[src/rtl/multicycle_control_unit.sv]
// Multicycle MIPS control FSM: steps fetch/decode/exec/mem/wb around variable-latency
// memories, with a sticky halt and a memory-wait timeout that parks the block in ERROR.
module multicycle_control_unit #(
  parameter int unsigned TIMEOUT = 200,
  parameter int unsigned WAIT_W  = 8
) (
  input  logic        CLK,
  input  logic        nRST,
  input  logic [31:0] instr,
  input  logic        ihit,
  input  logic        dhit,
  input  logic        zero,
  output logic        iREN,
  output logic        dREN,
  output logic        dWEN,
  output logic        ir_en,
  output logic        pc_en,
  output logic [1:0]  pc_src,
  output logic [3:0]  alu_op,
  output logic [1:0]  alu_srcb,
  output logic        extop,
  output logic        regwr,
  output logic [1:0]  regdst,
  output logic [1:0]  memtoreg,
  output logic        halt,
  output logic        timeout_err,
  output logic [2:0]  state
);
  localparam logic [3:0] ALU_SLL = 4'd0, ALU_SRL = 4'd1, ALU_ADD = 4'd2, ALU_SUB = 4'd3,
                         ALU_AND = 4'd4, ALU_OR  = 4'd5, ALU_XOR = 4'd6, ALU_NOR = 4'd7,
                         ALU_SLT = 4'd10, ALU_SLTU = 4'd11;

  localparam logic [5:0] OP_RTYPE = 6'h00, OP_J    = 6'h02, OP_JAL  = 6'h03, OP_BEQ  = 6'h04,
                         OP_BNE   = 6'h05, OP_ADDIU = 6'h09, OP_SLTI = 6'h0A, OP_SLTIU = 6'h0B,
                         OP_ANDI  = 6'h0C, OP_ORI  = 6'h0D, OP_XORI = 6'h0E, OP_LUI  = 6'h0F,
                         OP_LW    = 6'h23, OP_SW   = 6'h2B, OP_HALT = 6'h3F;

  localparam logic [WAIT_W-1:0] WLIM = (TIMEOUT == 0) ? '0 : WAIT_W'(TIMEOUT - 1);

  typedef enum logic [2:0] {
    S_FETCH = 3'd0, S_DECODE = 3'd1, S_EXEC = 3'd2, S_MEM = 3'd3,
    S_WB = 3'd4, S_HALTED = 3'd5, S_ERROR = 3'd6
  } state_e;

  state_e            state_q, state_d;
  logic [WAIT_W-1:0] wcnt_q, wcnt_d;

  logic [5:0] op, funct;
  logic       unused_instr;
  assign op           = instr[31:26];
  assign funct        = instr[5:0];
  assign unused_instr = ^instr[25:6];

  // Hits are masked while reset is held so no load pulse escapes during reset.
  logic ihit_v, dhit_v, tmo;
  assign ihit_v = ihit & nRST;
  assign dhit_v = dhit & nRST;
  assign tmo    = (TIMEOUT != 0) && (wcnt_q == WLIM);

  logic [3:0] d_alu;
  logic [1:0] d_srcb;
  logic       d_ext, d_r, d_jr, d_ok;

  always_comb begin
    d_alu = ALU_ADD; d_srcb = 2'd0; d_ext = 1'b0;
    d_r = 1'b0; d_jr = 1'b0; d_ok = 1'b1;
    case (op)
      OP_RTYPE: begin
        d_r = 1'b1;
        case (funct)
          6'h20, 6'h21: d_alu = ALU_ADD;
          6'h22, 6'h23: d_alu = ALU_SUB;
          6'h24:        d_alu = ALU_AND;
          6'h25:        d_alu = ALU_OR;
          6'h26:        d_alu = ALU_XOR;
          6'h27:        d_alu = ALU_NOR;
          6'h00:        d_alu = ALU_SLL;
          6'h02:        d_alu = ALU_SRL;
          6'h2A:        d_alu = ALU_SLT;
          6'h2B:        d_alu = ALU_SLTU;
          6'h08:        begin d_r = 1'b0; d_jr = 1'b1; end
          default:      begin d_r = 1'b0; d_ok = 1'b0; end
        endcase
      end
      OP_ADDIU:      begin d_alu = ALU_ADD;  d_srcb = 2'd1; d_ext = 1'b1; end
      OP_SLTI:       begin d_alu = ALU_SLT;  d_srcb = 2'd1; d_ext = 1'b1; end
      OP_SLTIU:      begin d_alu = ALU_SLTU; d_srcb = 2'd1; d_ext = 1'b1; end
      OP_ANDI:       begin d_alu = ALU_AND;  d_srcb = 2'd1; end
      OP_ORI:        begin d_alu = ALU_OR;   d_srcb = 2'd1; end
      OP_XORI:       begin d_alu = ALU_XOR;  d_srcb = 2'd1; end
      OP_LUI:        begin d_alu = ALU_OR;   d_srcb = 2'd2; end
      OP_LW, OP_SW:  begin d_alu = ALU_ADD;  d_srcb = 2'd1; d_ext = 1'b1; end
      OP_BEQ, OP_BNE: d_alu = ALU_SUB;
      OP_J, OP_JAL, OP_HALT: ;
      default:       d_ok = 1'b0;
    endcase
  end

  always_comb begin
    state_d = state_q;
    iREN = 1'b0; dREN = 1'b0; dWEN = 1'b0; ir_en = 1'b0; pc_en = 1'b0;
    pc_src = 2'd0; alu_op = 4'd0; alu_srcb = 2'd0; extop = 1'b0;
    regwr = 1'b0; regdst = 2'd0; memtoreg = 2'd0; halt = 1'b0; timeout_err = 1'b0;
    case (state_q)
      S_FETCH: begin
        iREN = 1'b1;
        if (ihit_v) begin
          ir_en = 1'b1; pc_en = 1'b1; state_d = S_DECODE;
        end else if (tmo) state_d = S_ERROR;
      end
      S_DECODE: begin
        state_d = S_FETCH;
        if (d_ok) begin
          case (op)
            OP_HALT: state_d = S_HALTED;
            OP_J, OP_JAL: begin
              pc_en = 1'b1; pc_src = 2'd2;
              if (op == OP_JAL) begin regwr = 1'b1; regdst = 2'd2; memtoreg = 2'd2; end
            end
            default:
              if (d_jr) begin pc_en = 1'b1; pc_src = 2'd3; end
              else state_d = S_EXEC;
          endcase
        end
      end
      S_EXEC: begin
        alu_op = d_alu; alu_srcb = d_srcb; extop = d_ext;
        case (op)
          OP_BEQ:       begin pc_src = 2'd1; pc_en = zero;  state_d = S_FETCH; end
          OP_BNE:       begin pc_src = 2'd1; pc_en = ~zero; state_d = S_FETCH; end
          OP_LW, OP_SW: state_d = S_MEM;
          default:      state_d = S_WB;
        endcase
      end
      S_MEM: begin
        alu_op = d_alu; alu_srcb = d_srcb; extop = d_ext;
        dREN = (op == OP_LW);
        dWEN = (op == OP_SW);
        if (dhit_v) state_d = (op == OP_LW) ? S_WB : S_FETCH;
        else if (tmo) state_d = S_ERROR;
      end
      S_WB: begin
        alu_op = d_alu; alu_srcb = d_srcb; extop = d_ext;
        regwr    = 1'b1;
        regdst   = d_r ? 2'd1 : 2'd0;
        memtoreg = (op == OP_LW) ? 2'd1 : 2'd0;
        state_d  = S_FETCH;
      end
      S_HALTED: halt = 1'b1;
      S_ERROR:  timeout_err = 1'b1;
      default:  state_d = S_FETCH;
    endcase
  end

  // Counter restarts on every transition; it only advances while stalled on a miss.
  always_comb begin
    wcnt_d = wcnt_q;
    if (state_d != state_q) wcnt_d = '0;
    else if (((state_q == S_FETCH) && !ihit_v) || ((state_q == S_MEM) && !dhit_v))
      wcnt_d = (&wcnt_q) ? wcnt_q : wcnt_q + 1'b1;
  end

  always_ff @(posedge CLK or negedge nRST) begin
    if (!nRST) begin
      state_q <= S_FETCH;
      wcnt_q  <= '0;
    end else begin
      state_q <= state_d;
      wcnt_q  <= wcnt_d;
    end
  end

  assign state = state_q;
endmodule
[config.mk]
export PLATFORM = sky130hd
export DESIGN_NAME = multicycle_control_unit
export DESIGN_NICKNAME = d
export VERILOG_FILES = /design/src/rtl/multicycle_control_unit.sv
export SDC_FILE = /design/constraint.sdc
export NUM_CORES = 1
export LEC_CHECK = 0
export CAP_MARGIN = 20
export CORE_MARGIN = 2
export CORE_UTILIZATION = 41
export CTS_CLUSTER_SIZE = 14
export DETAILED_ROUTE_END_ITERATION = 7
export PLACE_DENSITY = 0.88
export SYNTH_ARGS = -nofsm -noshare
export SYNTH_HDL_FRONTEND = slang
export SYNTH_SLANG_ARGS = --single-unit
[constraint.sdc]
create_clock -name CLK -period 3.8 [get_ports CLK]
set_input_delay 1.14 -clock CLK [delete_from_list [all_inputs] [get_ports CLK]]
set_output_delay 1.14 -clock CLK [all_outputs]
set_load 0.02 [all_outputs]
==> results.txt <==
----------------------------------------------------
[Critical path]
  Element type at the critical path start ... input pin
  Required time reported for the critical path endpoint ... 3.95 ns
  Endpoint class of the critical path ... flip-flop
  Most frequent CP cell ... buf_4
  Startpoint-to-endpoint class of the critical path ... in2reg
  Crit path max fanout ... 3
  Delay of the slowest cell on the worst path ... 0.47 ns
  Crit path cell chain ... clkdlybuf4s15_1 -> or4_4 -> nor2_2 -> inv_2 -> buf_6 -> buf_4 -> buf_4 -> buf_4 -> buf_4 -> buf_4 -> buf_4 -> buf_4 -> buf_4 -> buf_4 -> buf_4 -> buf_4 -> buf_4 -> buf_4 -> buf_4 -> o2111ai_2 -> nand2_1
  CP max-delay cell ... or4_4
  Arrival time at the worst endpoint ... 3.99 ns

[Clock tree]
  Number of buffers created by CTS ... 3
  Clock tree from TritonCTS ... yes
  Sinks on the clock net ... 11
  Cell chosen for the clock root ... clkbuf_4
  Htree depth ... 1
  Clock-pin transition on the worst setup and hold timing paths ... 0.07 ns
  Maximum root-to-sink buffer count ... 2
  Clock insertion delay at the later pin of the skew report ... 0.27 ns

[Placed design]
  Hpwl dp ... 3010 µm
  Routability cong. ... 0.865
  Total of buffers placed on input and output ports ... 40

[Die]
  Die height ... 60.0 µm
  Horizontal extent of the die ... 60.0 µm
  Overall die area ... 0.00360 mm²
  Number of top-level design ports ... 61
  Core region area ... 0.00303 mm²
  Cell row count ... 20
  Effective utilization at floorplan ... 42.5%

[Synth]
  Largest family of logic cells by synthesized area ... simple AND/OR/NAND/NOR gates
  Synth Area per Inst ... 7.43 µm²
  Fraction of the mapped netlist area in compound gates ... 21.1%
  Share of flip-flops with an asynchronous set or reset ... 100%
  Number of distinct standard cells referenced by the synthesized netlist ... 52
  Xor/xnor share of the synthesized area ... 6.81%
  Synth Area in Adders ... 0.973%
  Synthesis warning total ... 0
  Top flip-flop cell by instance count after synthesis ... dfrtp_1
  Sequential fraction of the synthesis area ... 21.4%
  Seq cells post-synth ... 11
  Syn_nets ... 211
  Synthesized instance count ... 173
  Mux contribution to synthesized area ... 1.56%
  Number of enable-type register cells in the synthesized netlist ... 0
  Syn Std Cell Area ... 0.00129 mm²
  Simple-gate portion of the synthesized area ... 40.0%

[Timing]
  Worst clock skew ... 0.00232 ns
  Number of max-slew violations in the final report ... 0
  RSZ-0062 raised after global routing ... yes
  Final TNS setup ... -0.0572 ns
  Worst Tran Pin Value ... 0.616 ns
  Worst Setup Slack, final ... -0.0364 ns
  Fmax ... 0.261 GHz
  Tightest slew margin relative to the limit ... 58.8%
  Final hold violation count ... 0
  Final Critical Period ... 3.84 ns
  Count of final setup violators ... 2
  Period utilization ... 101%

[Drt]
  Total number of vias ... 1797
  Number of detailed-routing iterations run before antenna repair ... 4
  Count of nets left with antenna violations after detail routing ... 0
  Remaining design rule violation count ... 0
  DR WL/cell ... 16.2 µm
  DRC marker count from the first detailed-route iteration ... 137
  Total routed wirelength ... 4930 µm
  Ratio of routed vias to standard cells ... 5.91

[Pwr]
  Share of power burned in combinational logic ... 73.6%
  Switching power share of the total ... 51.4%
  Switching power summed over all nets ... 0.478 mW
  Pint ... 0.453 mW
  PwrDens ... 431 mW/mm²
  Share of power burned in the clock network ... 8.5%
  Worst VDD drop ... 0.371 mV
  Share of power burned in registers ... 17.9%
  Reported leakage power ... 1.01 nW

[Global route]
  Met3 Usage GRT ... 7.36%
  Total Routing Usage GR ... 27.9%
  Layer with the highest usage ... met2
  Vias in the first global route ... 1704
  Initial antenna violation count ... 0
  Global Route met2 Usage ... 45.2%
  Global-route wire length before repair ... 7730 µm
  Met1 global-route usage ... 34.5%
  Final global-route overflow total ... 0
  Maximum number of pins on one net before global-route repair ... 19

[Run status]
  Violated checks ... setup timing
  Outcome ... finished, violations left

[Layout]
  Final cell utilization of the core ... 71.3%
  Number of antenna cells inserted ... 0
  Area overhead of the layout relative to synthesis ... 67.9%
  Ratio of cells with drive above 1 in the final layout ... 38.1%
  Nets ... 299

[Flow run]
  Max Cap Viol ... 0

[Min path]
  Worst Hold Class ... reg2reg

----------------------------------------------------
stage by stage:
stage                     hold WS, ns  std cells  worst slack (ns)  instance area [µm²]  total power [mW]
after global routing            0.609        304           -0.0751                 2160             0.989
after CTS                       0.578        299          -0.00711                 2090             0.890
after global placement          0.535        279            -0.637                 1950             0.795
after detailed placement        0.561        279            -0.651                 1950             0.806
after floorplan                 0.513        173            0.0153                 1300             0.585
final                           0.575        304           -0.0364                 2160             0.931
final timing paths:
kind / from / to / slack (ns) / cells after the start
max: instr[31] / state[1] / -0.04 / 21
min: wcnt_q[5] / wcnt_q[5] / 0.58 / 2
max reg2reg: wcnt_q[0] / wcnt_q[2] / 1.73 / 7
min reg2reg: wcnt_q[5] / wcnt_q[5] / 0.58 / 2
max in group asynchronous: nRST / wcnt_q[6] / 2.34 / 2
min in group asynchronous: nRST / state[1] / 1.29 / 2
flip-flops by register name, indices dropped and copies added, names as in the netlist:
| register | flops |
|---|---|
| wcnt_q | 8 |
| state | 3 |
power by group through the flow:
stage | logic (mW) | registers, mW | clock network [mW]
after floorplan | 0.398 | 0.186 | 0
after global placement | 0.633 | 0.162 | 0
after detailed placement | 0.642 | 0.164 | 0
after CTS | 0.645 | 0.164 | 0.0810
after global routing | 0.733 | 0.170 | 0.0851
final | 0.685 | 0.167 | 0.0789
Yosys cell counts (2+ instances only):
library cell	n	area (µm²)
nand4_1	6	37.5
a31oi_1	3	18.8
buf_2	3	15.0
nor3_1	10	50.1
dfrtp_1	11	275
xor2_1	6	52.6
nand4b_1	2	17.5
o21ai_0	3	15.0
nor4_1	7	43.8
o211ai_1	3	22.5
a21oi_1	6	30.0
buf_6	2	22.5
nand3_1	6	30.0
inv_1	8	30.0
mux2i_1	2	20.0
o22ai_1	4	25.0
nand2b_1	2	12.5
or4_4	2	22.5
or2b_2	2	17.5
clkbuf_1	6	22.5
xnor2_1	4	35.0
o2111ai_1	2	17.5
nor2b_1	2	12.5
nor2_1	25	93.8
and3_1	3	18.8
buf_4	2	15.0
nand2_1	14	52.6
a211oi_1	3	22.5
cell type report:
cell class,count,area [µm²]
Clock buffer,4,26.3
Fill cell,222,868
Inverter,8,30.0
Multi-Input combinational cell,141,1000
Sequential cell,11,275
Tap cell,44,55.1
Timing Repair Buffer,96,772
layout by cell type (no fill, tap or decap), types with 5 or more instances in the layout:
cell type        netlist  final
a21oi_1                6      5
buf_4                  2     57
clkbuf_2               0      7
clkdlybuf4s50_1        0     11
dfrtp_1               11     11
dlygate4sd2_1          0      9
inv_1                  8      7
nand2_1               14     14
nand3_1                6      6
nand4_1                6      6
nor2_1                25     23
nor3_1                10      9
nor4_1                 7      5
xor2_1                 6      6
timing repair:
action | 4_1_cts | 5_1_grt
endpoints found under the setup margin | 17 | 12
resized for setup | 58 | 33
buffers inserted | 16 | 5
hold buffers | 0 | 0
pin swaps | 10 | 7
layer usage:
metal  routed length (µm)  vias up
met4                  256        0
met3                  404       26
met2                 2340      105
met5                    0        -
met1                 1920      844
li1                     -      822
kinds of logic after synthesis:
kind of cell,Yosys count
AND/OR/NAND/NOR,91
AO/OA/AOI/OAI,37
buffers and inverters,21
flip-flops,11
XOR/XNOR,10
multiplexers,2
adder cells (fa/ha/maj),1
worst max-delay path: cells and delay by family:
kind	cells	cell delay, ns
buf+inv	17	2.07
simple gates	3	0.70
compound gates	1	0.08
Power figures use the tool's default switching activity.
